<file path="config.mk">
export PLATFORM = sky130hd
export DESIGN_NAME = instr_fetch_unit
export DESIGN_NICKNAME = d
export VERILOG_FILES = /design/src/rtl/instr_fetch_unit.sv
export SDC_FILE = /design/constraint.sdc
export NUM_CORES = 1
export LEC_CHECK = 0
export CORE_ASPECT_RATIO = 0.75
export CORE_MARGIN = 5
export CORE_UTILIZATION = 39
export CTS_BUF_LIST = sky130_fd_sc_hd__clkbuf_16
export CTS_CLUSTER_SIZE = 24
export DETAILED_ROUTE_END_ITERATION = 8
export DONT_BUFFER_PORTS = 1
export GPL_ROUTABILITY_DRIVEN = 0
export SYNTH_ARGS = -nofsm -noshare
export SYNTH_HDL_FRONTEND = slang
export SYNTH_SLANG_ARGS = --single-unit
</file>
<file path="constraint.sdc">
create_clock -name clk -period 4.35 [get_ports clk]
set_input_delay 0.87 -clock clk [delete_from_list [all_inputs] [get_ports clk]]
set_output_delay 0.87 -clock clk [all_outputs]
set_load 0.005 [all_outputs]
</file>
<file path="src/rtl/instr_fetch_unit.sv">
// Instruction fetch unit: owns the PC, fetches over req/gnt/rvalid and hands one
// instruction at a time to decode/execute with a valid/ready handshake.
module instr_fetch_unit #(
  parameter int unsigned            XLEN           = 32,
  parameter logic [XLEN-1:0]        RESET_PC       = '0,
  parameter logic [31:0]            NOP_INSTR      = 32'h0000_0013,
  parameter int unsigned            TIMEOUT_CYCLES = 64
) (
  input  logic            clk,
  input  logic            rst,
  output logic            imem_req,
  output logic [XLEN-1:0] imem_addr,
  input  logic            imem_gnt,
  input  logic            imem_rvalid,
  input  logic [31:0]     imem_rdata,
  output logic [31:0]     instr,
  output logic [XLEN-1:0] pc,
  output logic            instr_valid,
  input  logic            instr_ready,
  input  logic            branch_taken,
  input  logic [XLEN-1:0] branch_target,
  input  logic            flush,
  input  logic [XLEN-1:0] flush_pc,
  output logic            fetch_fault,
  output logic [1:0]      fault_cause
);

  localparam int unsigned CW = $clog2(TIMEOUT_CYCLES + 1);
  localparam logic [CW-1:0] CNT_LAST = CW'(TIMEOUT_CYCLES - 1);
  localparam logic [1:0] CAUSE_NONE     = 2'b00;
  localparam logic [1:0] CAUSE_MISALIGN = 2'b01;
  localparam logic [1:0] CAUSE_TIMEOUT  = 2'b10;

  typedef enum logic [1:0] {S_FETCH, S_WAIT, S_VALID, S_FAULT} state_e;

  state_e          state_q, state_d;
  logic [XLEN-1:0] pc_q, pc_d;
  logic [31:0]     instr_q, instr_d;
  logic            valid_q, valid_d;
  logic [1:0]      cause_q, cause_d;
  logic [CW-1:0]   cnt_q, cnt_d;
  logic            discard_q, discard_d;

  logic [XLEN-1:0] retire_pc;
  logic            flush_mis;
  logic            timeout;

  assign retire_pc = branch_taken ? branch_target : pc_q + XLEN'(4);
  assign flush_mis = (flush_pc[1:0] != 2'b00);
  assign timeout   = (cnt_q == CNT_LAST);

  // State register
  always_ff @(posedge clk or posedge rst) begin
    if (rst) begin
      state_q   <= S_FETCH;
      pc_q      <= RESET_PC;
      instr_q   <= NOP_INSTR;
      valid_q   <= 1'b0;
      cause_q   <= CAUSE_NONE;
      cnt_q     <= '0;
      discard_q <= 1'b0;
    end else begin
      state_q   <= state_d;
      pc_q      <= pc_d;
      instr_q   <= instr_d;
      valid_q   <= valid_d;
      cause_q   <= cause_d;
      cnt_q     <= cnt_d;
      discard_q <= discard_d;
    end
  end

  // Next-state logic; flush outranks retire, misaligned redirects fault immediately
  always_comb begin
    state_d   = state_q;
    pc_d      = pc_q;
    instr_d   = instr_q;
    valid_d   = valid_q;
    cause_d   = cause_q;
    cnt_d     = cnt_q;
    discard_d = discard_q;

    unique case (state_q)
      S_FETCH: begin
        if (flush) begin
          pc_d = flush_pc;
          if (flush_mis) begin
            state_d = S_FAULT;
            cause_d = CAUSE_MISALIGN;
          end else if (imem_gnt) begin
            // Request accepted with the old address: its data must be dropped
            state_d   = S_WAIT;
            cnt_d     = '0;
            discard_d = 1'b1;
          end
        end else if (imem_gnt) begin
          state_d   = S_WAIT;
          cnt_d     = '0;
          discard_d = 1'b0;
        end
      end

      S_WAIT: begin
        if (flush && flush_mis) begin
          pc_d      = flush_pc;
          state_d   = S_FAULT;
          cause_d   = CAUSE_MISALIGN;
          discard_d = 1'b0;
        end else if (flush) begin
          pc_d = flush_pc;
          if (imem_rvalid) begin
            state_d   = S_FETCH;
            discard_d = 1'b0;
          end else if (timeout) begin
            state_d = S_FAULT;
            cause_d = CAUSE_TIMEOUT;
          end else begin
            discard_d = 1'b1;
            cnt_d     = cnt_q + CW'(1);
          end
        end else if (imem_rvalid) begin
          if (discard_q) begin
            state_d   = S_FETCH;
            discard_d = 1'b0;
          end else begin
            state_d = S_VALID;
            instr_d = imem_rdata;
            valid_d = 1'b1;
          end
        end else if (timeout) begin
          state_d = S_FAULT;
          cause_d = CAUSE_TIMEOUT;
        end else begin
          cnt_d = cnt_q + CW'(1);
        end
      end

      S_VALID: begin
        if (flush || instr_ready) begin
          pc_d    = flush ? flush_pc : retire_pc;
          instr_d = NOP_INSTR;
          valid_d = 1'b0;
          if (flush ? flush_mis : (retire_pc[1:0] != 2'b00)) begin
            state_d = S_FAULT;
            cause_d = CAUSE_MISALIGN;
          end else begin
            state_d = S_FETCH;
          end
        end
      end

      S_FAULT: begin
      end

      default: state_d = S_FAULT;
    endcase
  end

  assign imem_req    = (state_q == S_FETCH) & ~rst;
  assign imem_addr   = {pc_q[XLEN-1:2], 2'b00};
  assign instr       = instr_q;
  assign pc          = pc_q;
  assign instr_valid = valid_q;
  assign fetch_fault = (state_q == S_FAULT);
  assign fault_cause = cause_q;

endmodule
</file>
==> key figures, run 1 <==
Clock tree
  • CTS Buf Count: 9
  • Root buf cell: clkbuf_16
  • CTS tree: built
  • Post-cts resize count: 0
  • Clock slew at reported path FFs: 0.07 ns
  • Postcts setup bufs: 0
  • CTS Hold Bufs: 0
  • CTS Buffer Depth: 2
  • Htree depth: 3
  • Clk_lat worst skew: 0.34 ns
  • CTS Sinks: 77

Finish
  • Finished Cell Area: between 5000 and 6000 µm²
  • Antenna cells: 0
  • Final non-filler cell total: a little under 800
  • Post-layout util: 0.413
  • Fillers: between 1k and 1.5k
  • Share of cells above drive strength 1: 0.0764
  • Fin nets: 707
  • FF+latch area: between 1500 and 2000 µm²
  • Area Growth Syn to Fin: 2.72%
  • Area of the multi-input gates: around 2900 µm²

Critical path
  • Worst path depth: 6
  • End of the critical path: instr[30]$_DFFE_PP0P_
  • Worst reg2reg path depth: 6
  • Crit Path Max Fanout: 66
  • Data required, critical path: approximately 4.6 ns
  • CP Launch Point: state_q[0]$_DFFE_PP0P_
  • CP top delay family: compound AO/OA/AOI/OAI gates
  • CP endpoint kind: flop
  • CP bufs+invs: 2
  • WS Path Type: flop to flop
  • R2R setup slack: about 1.1 ns
  • Worst reg2reg path startpoint: state_q[0]$_DFFE_PP0P_
  • Critical Path Max Stage Delay: 0.62 ns
  • Reg-to-Reg End: instr[30]$_DFFE_PP0P_
  • Worst path cell trace: inv_1 > ha_1 > inv_1 > o32ai_1 > nand2b_2 > o21ai_0
  • Critical-path top delay cell: inv_1
  • Most frequent CP cell: inv_1
  • Worst EP arrival: around 3.5 ns
  • Critical Path Start Type: flop

Placed design
  • Placed Cells: 757
  • Area after DPL: between 5000 and 6000 µm²
  • PortBufs: 0
  • DP Wirelength: around 13,000 µm
  • Post-Place Setup Slack: around 1.1 ns

Detailed routing
  • Routed vias/inst: about 6.2
  • Detailed Route WL: roughly 17,000 µm
  • Iteration-0 DRC Markers: about 380
  • Residual DRC: 0
  • WL met3: 1760 µm
  • Highest metal used: met4
  • Metal2 WL: just over 8000 µm
  • M1 wire length: 7280 µm
  • Routed Antenna Nets: 0
  • Vias: 4,827
  • Drt pass-1 iters: 5
  • WL/cell: 22.6 µm

Yosys
  • Fraction of registers with async set/reset: 1.00
  • Commonest cells post-synth: nand2_1, o21ai_0, dfrtp_1
  • Yosys warnings: 0
  • Area contributors post-synth: dfrtp_1, nand2_1, o21ai_0
  • Post-synth EDFFs: 0
  • Synth top area share: 0.350
  • Count leader, synth: nand2_1
  • Sequential share of the synthesized area: 0.365
  • Main synth FF type: dfrtp_1
  • Unique masters post-synth: 70
  • Syn avg cell area: between 8 and 9 µm²
  • Flops & latches, synth: 77
  • Yosys top cell by area: dfrtp_1
  • Post-synthesis cell area: between 5000 and 6000 µm²
  • Cells after Synth: ~660

Pwr
  • Peak supply drop: approximately 0.34 mV
  • Power per cell area: 749 nW/µm²
  • Lkg Pwr: ~2.2 nW

GRT
  • Number of global-route vias before repair: between 4k and 5k
  • First-pass GRT wire length: 26,800 µm
  • Grt total ovfl: 0
  • Largest net degree at the start of global routing: 67
  • Initial antenna violation count: 0
  • Gr usage total: 0.213

Die
  • Rows: 36
  • Initial Utilization: 0.402
  • Core Box Area: 13,200 µm²
  • # IOs: slightly above 200
  • Die width: approximately 140 µm
  • Chip height: 111 µm
  • Die area: 16,000 µm²

Hold path
  • Hold Crit Class: flop to flop

STA
  • Unrepaired setup endpoints after global routing: no
  • Total negative slack: 0 ns
  • Final period util: 0.748
  • Worst slew margin: 0.302
  • Slew @ Worst Pin: around 1.0 ns
  • Minimum clock period: approximately 3.3 ns
  • Hold Fails Final Rpt: 0
  • Final worst slack: around 1.1 ns
  • Max Freq: 307 MHz
  • Skew final: a little under 0.008 ns
  • Fin. max-slew vios: 0
  • Final setup fails: 0

Outcome
  • Run status: complete, no violations

Flow run
  • Number of max-cap violations: 0
-- placed cells by master (no fill, tap or decap), types with 7 or more instances in the layout --
cell type  synthesis  final
nand2_1          113    113
nand2b_1           9      8
o21ai_0           79     79
clkbuf_16          0      9
o22ai_1           12     12
mux2i_1           15     15
nor2b_1            8      8
o31ai_1           12     12
nor2_1            39     39
a221oi_1           7      7
or3_1              7      7
nand3_1           17     17
a21oi_1           28     28
a211oi_1          10     10
nor4_1             8      8
ha_1               7      7
nor3_1            17     16
nand4_1            8      8
dfrtp_1           74     74
inv_1             11     10
-- where the power goes --
part	switching, mW	internal [mW]
combinational	1.10	0.657
clock	0.328	0.447
sequential	0.497	1.04
-- flip-flops by register name, summed over array words and instances, names as in the netlist --
signal and count:
pc 32, fault_cause 2, instr 32, discard_q 1, state_q 2, instr_valid 1, cnt_q 7
-- kinds of logic after synthesis --
kind of cell               count (synthesis)  synth area share
AOI/OAI and AO/OA                        203             0.246
xor gates and xnor gates                   9            0.0149
adders and majority gates                  7            0.0166
buffers and inverters                     88            0.0881
DFF                                       77             0.365
muxes                                     18            0.0348
other                                      1          0.000710
and+or+nand+nor                          253             0.233
-- worst min-delay path by stage --
| stage | startpoint | endpoint | slack (ns) | depth (start not counted) |
|---|---|---|---|---|
| 4_1_cts | cnt_q[5]$_DFFE_PP0P_ | cnt_q[5]$_DFFE_PP0P_ | 0.49 | 1 |
| 3_5_place_dp | cnt_q[5]$_DFFE_PP0P_ | cnt_q[5]$_DFFE_PP0P_ | 0.49 | 1 |
| 3_3_place_gp | cnt_q[5]$_DFFE_PP0P_ | cnt_q[5]$_DFFE_PP0P_ | 0.48 | 1 |
| 2_1_floorplan | cnt_q[5]$_DFFE_PP0P_ | cnt_q[5]$_DFFE_PP0P_ | 0.45 | 1 |
| 6_report | cnt_q[5]$_DFFE_PP0P_ | cnt_q[5]$_DFFE_PP0P_ | 0.50 | 1 |
| 5_1_grt | cnt_q[5]$_DFFE_PP0P_ | cnt_q[5]$_DFFE_PP0P_ | 0.50 | 1 |
-- area by class of cell --
class,instances,area share
clock buffer,9,0.0415
clock inverter,7,0.0138
inverter,12,0.00853
multi-input combinational,492,0.534
sequential,77,0.356
tap,171,0.0394
timing repair buffer,5,0.00691
-- routing by layer --
layer | up-vias | track usage
li1 | 2229 | -
met1 | 2356 | 0.282
met2 | 224 | 0.325
met3 | 18 | 0.0763
met4 | 0 | 0.0628
met5 | - | 0
-- stage by stage --
stage | total power, mW | hold WS [ns]
3_5_place_dp | 3.30 | 0.486
3_3_place_gp | 3.22 | 0.477
5_1_grt | 4.40 | 0.502
6_report | 4.06 | 0.496
4_1_cts | 4.09 | 0.495
2_1_floorplan | 2.93 | 0.445
No activity file was read; power rests on OpenSTA's default activity.
==> inputs of run 2 (changes only) <==
==> constraint.sdc (replaced) <==
create_clock -name clk -period 3.3 [get_ports clk]
set_input_delay 0.66 -clock clk [delete_from_list [all_inputs] [get_ports clk]]
set_output_delay 0.66 -clock clk [all_outputs]
set_load 0.005 [all_outputs]
==> run 2 against run 1 <==
  * Register-to-register slack got worse by 0.48 ns
  * Final cell count increased by 1.7%
  * Final area increased by 1.4%
  * Total power increased by 33%
  * Worst hold slack got worse by 0.20 ns
  * Largest power group unchanged
==> key figures, run 2 (synthesis gave the netlist of run 1 again) <==
GRT
  • Initial antenna violation count: 1
  • Largest net degree at the start of global routing: 67
  • Gr usage total: 0.215
  • Grt total ovfl: 0
  • Number of global-route vias before repair: 4,726
  • First-pass GRT wire length: around 27,000 µm

Hold path
  • Hold Crit Class: primary input to asynchronous set/reset pin

Critical path
  • Crit Path Max Fanout: 11
  • Reg-to-Reg End: pc[31]$_DFFE_PP0P_
  • CP endpoint kind: flop
  • R2R setup slack: just over 0.6 ns
  • WS Path Type: flop to flop
  • End of the critical path: pc[31]$_DFFE_PP0P_
  • Data required, critical path: between 3 and 4 ns
  • CP Launch Point: state_q[0]$_DFFE_PP0P_
  • Critical Path Start Type: flop
  • Worst EP arrival: between 2 and 3 ns
  • Worst reg2reg path depth: 7
  • Worst reg2reg path startpoint: state_q[0]$_DFFE_PP0P_

Placed design
  • DP Wirelength: roughly 13,000 µm
  • PortBufs: 0

Clock tree
  • Postcts setup bufs: 0
  • CTS Buf Count: 9
  • CTS tree: built
  • CTS Buffer Depth: 2
  • Root buf cell: clkbuf_16
  • Htree depth: 3
  • Clk_lat worst skew: 0.35 ns
  • CTS Sinks: just under 80
  • Post-cts resize count: 0
  • CTS Hold Bufs: 0
  • Clock slew at reported path FFs: 0.06 ns

Pwr
  • Flop pwr share: 0.369
  • Logic gate share of total power: 0.453
  • Internal Power: 2.82 mW
  • Sw frac: 0.478
  • Lkg Pwr: around 2.2 nW
  • Clock power share: 0.178
  • Power per cell area: slightly below 1000 nW/µm²
  • Sw Pwr: approximately 2.6 mW
  • Peak supply drop: roughly 0.35 mV
  • Tot Pwr: ~5.4 mW

Detailed routing
  • Routed Antenna Nets: 0
  • Iteration-0 DRC Markers: ~400
  • Routed vias/inst: 6.31
  • WL/cell: roughly 23 µm
  • Metal2 WL: just over 8000 µm
  • Detailed Route WL: about 18,000 µm
  • WL met3: 1940 µm
  • Vias: between 4k and 5k
  • Highest metal used: met4
  • M1 wire length: ~7300 µm
  • Drt pass-1 iters: 5
  • Residual DRC: 0

Flow run
  • Number of max-cap violations: 0

Finish
  • Share of cells above drive strength 1: 0.0961
  • Commonest non-fill, non-tap cells in the layout: nand2_1, o21ai_0, dfrtp_1
  • Fin nets: about 720
  • Area Growth Syn to Fin: 4.12%
  • Post-layout util: 0.418
  • Most common cell after layout, fill and taps aside: nand2_1

Die
  • Die width: around 140 µm
  • Core Box Area: around 13,000 µm²
  • # IOs: 204
  • Chip height: around 110 µm
  • Die area: approximately 16,000 µm²
  • Rows: 36
  • Initial Utilization: 0.402

STA
  • Max Freq: approximately 370 MHz
  • Fin. max-slew vios: 0
  • Slew @ Worst Pin: 0.914 ns
  • Unrepaired setup endpoints after global routing: no
  • Skew final: 0.00842 ns
  • Minimum clock period: ~2.7 ns
  • Worst slew margin: 0.391
  • Total negative slack: 0 ns
  • Hold Fails Final Rpt: 0
  • Final period util: 0.812
  • Final setup fails: 0

Outcome
  • Run status: complete, no violations
run 2: changes by cell type in the layout (fill, tap and decap cells not counted), sizes merged:
cell | previous run | this run
inv | 11 | 13
clkinvlp | 2 | 1
diode | 0 | 1
buf | 5 | 17
bufinv | 1 | 0
run 2: cell type report:
type | instances | area, µm²
Multi-Input combinational cell | 492 | 2900
Antenna cell | 1 | 2.50
Clock buffer | 9 | 225
Tap cell | 171 | 214
Inverter | 12 | 46.3
Fill cell | 1350 | 7650
Timing Repair Buffer | 17 | 128
Clock inverter | 7 | 56.3
Sequential cell | 77 | 1930
run 2: critical path: stages (launching register included):
cell      delay [ns]
dfrtp_1         0.42
inv_1           0.10
ha_1            0.34
nor3b_1         0.24
nor3_2          0.59
nand2_1         0.43
a221oi_1        0.33
o22ai_1         0.10
run 2: metrics by stage:
| stage | cell area [µm²] | std cells | hold slack, ns | setup WS [ns] |
|---|---|---|---|---|
| finish | 5500 | 786 | 0.299 | 0.619 |
| global route | 5500 | 786 | 0.373 | 0.403 |
| CTS | 5500 | 785 | 0.328 | 0.659 |
| detailed placement | 5220 | 769 | 0.474 | 0.672 |
| global placement | 5220 | 769 | 0.471 | 0.770 |
| floorplan | 5290 | 657 | 0.445 | 0.678 |
run 2: how the worst min path moves through the flow:
stage,from,to
4_1_cts,rst,cnt_q[4]$_DFFE_PP0P_
2_1_floorplan,cnt_q[5]$_DFFE_PP0P_,cnt_q[5]$_DFFE_PP0P_
5_1_grt,rst,cnt_q[5]$_DFFE_PP0P_
6_report,rst,cnt_q[5]$_DFFE_PP0P_
3_3_place_gp,cnt_q[5]$_DFFE_PP0P_,cnt_q[5]$_DFFE_PP0P_
3_5_place_dp,cnt_q[5]$_DFFE_PP0P_,cnt_q[5]$_DFFE_PP0P_
run 2: power by group through the flow:
stage / Combinational (mW) / Sequential (mW) / Clock, mW
after floorplan: 2.09 / 1.77 / 0
after global placement: 2.33 / 2.00 / 0
after detailed placement: 2.43 / 2.02 / 0
after CTS: 2.44 / 2.00 / 0.988
after global routing: 2.74 / 2.08 / 1.03
final: 2.45 / 1.99 / 0.963
run 2: metal layers:
| metal | vias to the layer above | GRT usage |
|---|---|---|
| met1 | 2417 | 0.281 |
| met2 | 254 | 0.325 |
| met4 | 0 | 0.0640 |
| met3 | 31 | 0.0862 |
| li1 | 2258 | - |
| met5 | - | 0 |
==> inputs of run 3 (changes only) <==
==> constraint.sdc (replaced) <==
create_clock -name clk -period 2.3 [get_ports clk]
set_input_delay 0.46 -clock clk [delete_from_list [all_inputs] [get_ports clk]]
set_output_delay 0.46 -clock clk [all_outputs]
set_load 0.005 [all_outputs]
==> run 3 against run 2 <==
  * Clock skew about the same
  * Count of clock-buffer cells in the layout is the same
  * Worst hold slack worse by 0.18 ns
  * Wire length rose by 1.6%
  * Via count rose by 1.1%
  * Register-to-register slack got worse by 0.53 ns
  * Fmax grew 21%
  * Non-clock buffer count increased by 38
  * Worst setup slack worse by 0.53 ns
==> key figures, run 3 (synthesis gave the netlist of run 1 again) <==
Detailed routing
  • WL/cell: around 22 µm
  • Routed Antenna Nets: 0
  • Drt pass-1 iters: 5
  • Residual DRC: 0
  • Vias: 5,015
  • Routed vias/inst: 6.10
  • Iteration-0 DRC Markers: 277
  • Detailed Route WL: around 18,000 µm

STA
  • Hold Fails Final Rpt: 0
  • Final period util: 0.963
  • Max Freq: ~450 MHz
  • Final worst slack: 0.0848 ns
  • Minimum clock period: roughly 2.2 ns
  • Total negative slack: 0 ns
  • Final setup fails: 0
  • Fin. max-slew vios: 0
  • Skew final: roughly 0.008 ns
  • Slew @ Worst Pin: slightly below 0.6 ns
  • Unrepaired setup endpoints after global routing: no
  • Worst slew margin: 0.604

Critical path
  • Worst EP arrival: 2.44 ns
  • R2R setup slack: roughly 0.085 ns
  • Crit Path Max Fanout: 6
  • Worst reg2reg path startpoint: state_q[1]$_DFFE_PP0P_
  • Worst path cell trace: inv_1 > ha_4 > or4b_2 > nor3_1 > buf_4 > a21oi_1 > o31a_1
  • Critical-path top delay cell: or4b_2
  • CP endpoint kind: flop
  • Critical Path Max Stage Delay: 0.62 ns
  • Worst reg2reg path depth: 7
  • End of the critical path: pc[19]$_DFFE_PP0P_
  • Worst path depth: 7
  • Critical Path Start Type: flop
  • CP top delay family: simple AND/OR/NAND/NOR gates
  • CP Launch Point: state_q[1]$_DFFE_PP0P_
  • WS Path Type: flop to flop
  • Reg-to-Reg End: pc[19]$_DFFE_PP0P_
  • Data required, critical path: around 2.5 ns
  • CP bufs+invs: 2

Pwr
  • Lkg Pwr: roughly 2.4 nW
  • Tot Pwr: ~8.4 mW
  • Power per cell area: between 1000 and 1500 nW/µm²
  • Peak supply drop: 0.547 mV

GRT
  • Number of global-route vias before repair: between 5k and 6k
  • Grt total ovfl: 0
  • First-pass GRT wire length: approximately 28,000 µm
  • Largest net degree at the start of global routing: slightly below 80
  • Gr usage total: 0.218
  • Initial antenna violation count: 0

Die
  • Core Box Area: roughly 13,000 µm²
  • Die area: 16,000 µm²
  • Initial Utilization: 0.402
  • Die width: 144 µm
  • # IOs: ~200
  • Chip height: between 100 and 150 µm
  • Rows: 36

Finish
  • Commonest non-fill, non-tap cells in the layout: nand2_1, o21ai_0, dfrtp_1
  • Most common cell after layout, fill and taps aside: nand2_1
  • Fin nets: between 700 and 800
  • Final non-filler cell total: between 800 and 900
  • Share of cells above drive strength 1: 0.157
  • Area Growth Syn to Fin: 11.0%
  • Antenna cells: 0

Clock tree
  • Root buf cell: clkbuf_16
  • CTS Sinks: 77
  • Clock slew at reported path FFs: approximately 0.060 ns
  • CTS Buf Count: 9
  • Clk_lat worst skew: roughly 0.34 ns
  • CTS Buffer Depth: 2
  • Postcts setup bufs: 0
  • CTS tree: built
  • CTS Hold Bufs: 0
  • Htree depth: 3

Placed design
  • DP Wirelength: ~13,000 µm
  • Post-Place Setup Slack: roughly 0.011 ns
  • Placed Cells: 807
  • PortBufs: 0

Outcome
  • Run status: complete, no violations

Hold path
  • Hold Crit Class: primary input to asynchronous set/reset pin

Flow run
  • Number of max-cap violations: 0
==> run 3: cell count changes in the layout (fill, tap and decap cells not counted), moves of 2 or more <==
cell / delta
buf_4: +34
buf_12: +3
inv_6: -3
ha_1: -2
==> run 3: through the flow <==
step	hold slack (ns)	utilization	area, µm²
2_1_floorplan	0.445	-	5290
3_3_place_gp	0.471	0.422	5540
3_5_place_dp	0.485	0.422	5540
4_1_cts	0.133	0.444	5840
5_1_grt	0.146	0.446	5870
6_report	0.119	0.446	5870
==> run 3: power by group <==
part	switching, mW	internal, mW
combinational	2.60	1.80
sequential	0.611	1.96
clock	0.593	0.835
==> run 3: what timing repair did <==
item / CTS / global route
endpoints found under the setup margin: 2 / 41
gates resized for setup: 1 / 7
hold endpoints to repair: 0 / 0
==> run 3: worst reg2reg max path, stage by stage (launching register included) <==
cell and delay (ns):
dfrtp_1 0.40, inv_1 0.12, ha_4 0.31, or4b_2 0.62
nor3_1 0.16, buf_4 0.18, a21oi_1 0.05, o31a_1 0.27
==> run 3: cell type report <==
class / count / area (µm²)
clock buffer: 9 / 225
clock inverter: 6 / 65.1
fill: 1302 / 7280
inverter: 12 / 48.8
multi-input combinational: 492 / 2930
sequential: 77 / 1930
tap: 171 / 214
timing repair buffer: 55 / 454
==> run 3: worst min-delay path by stage <==
stage                    startpoint               endpoint  slack, ns  depth (start not counted)
2_1_floorplan  cnt_q[5]$_DFFE_PP0P_   cnt_q[5]$_DFFE_PP0P_       0.45                          1
3_5_place_dp   cnt_q[5]$_DFFE_PP0P_   cnt_q[5]$_DFFE_PP0P_       0.48                          1
6_report                        rst   cnt_q[5]$_DFFE_PP0P_       0.12                          2
4_1_cts                         rst  instr[30]$_DFFE_PP0P_       0.13                          2
3_3_place_gp   cnt_q[5]$_DFFE_PP0P_   cnt_q[5]$_DFFE_PP0P_       0.47                          1
5_1_grt                         rst     pc[31]$_DFFE_PP0P_       0.15                          2
==> run 3: routing by layer <==
metal / wire, µm / track usage
met5: 0 / 0
met4: 234 / 0.0609
met3: 1950 / 0.0828
met2: 8540 / 0.346
met1: 7270 / 0.277
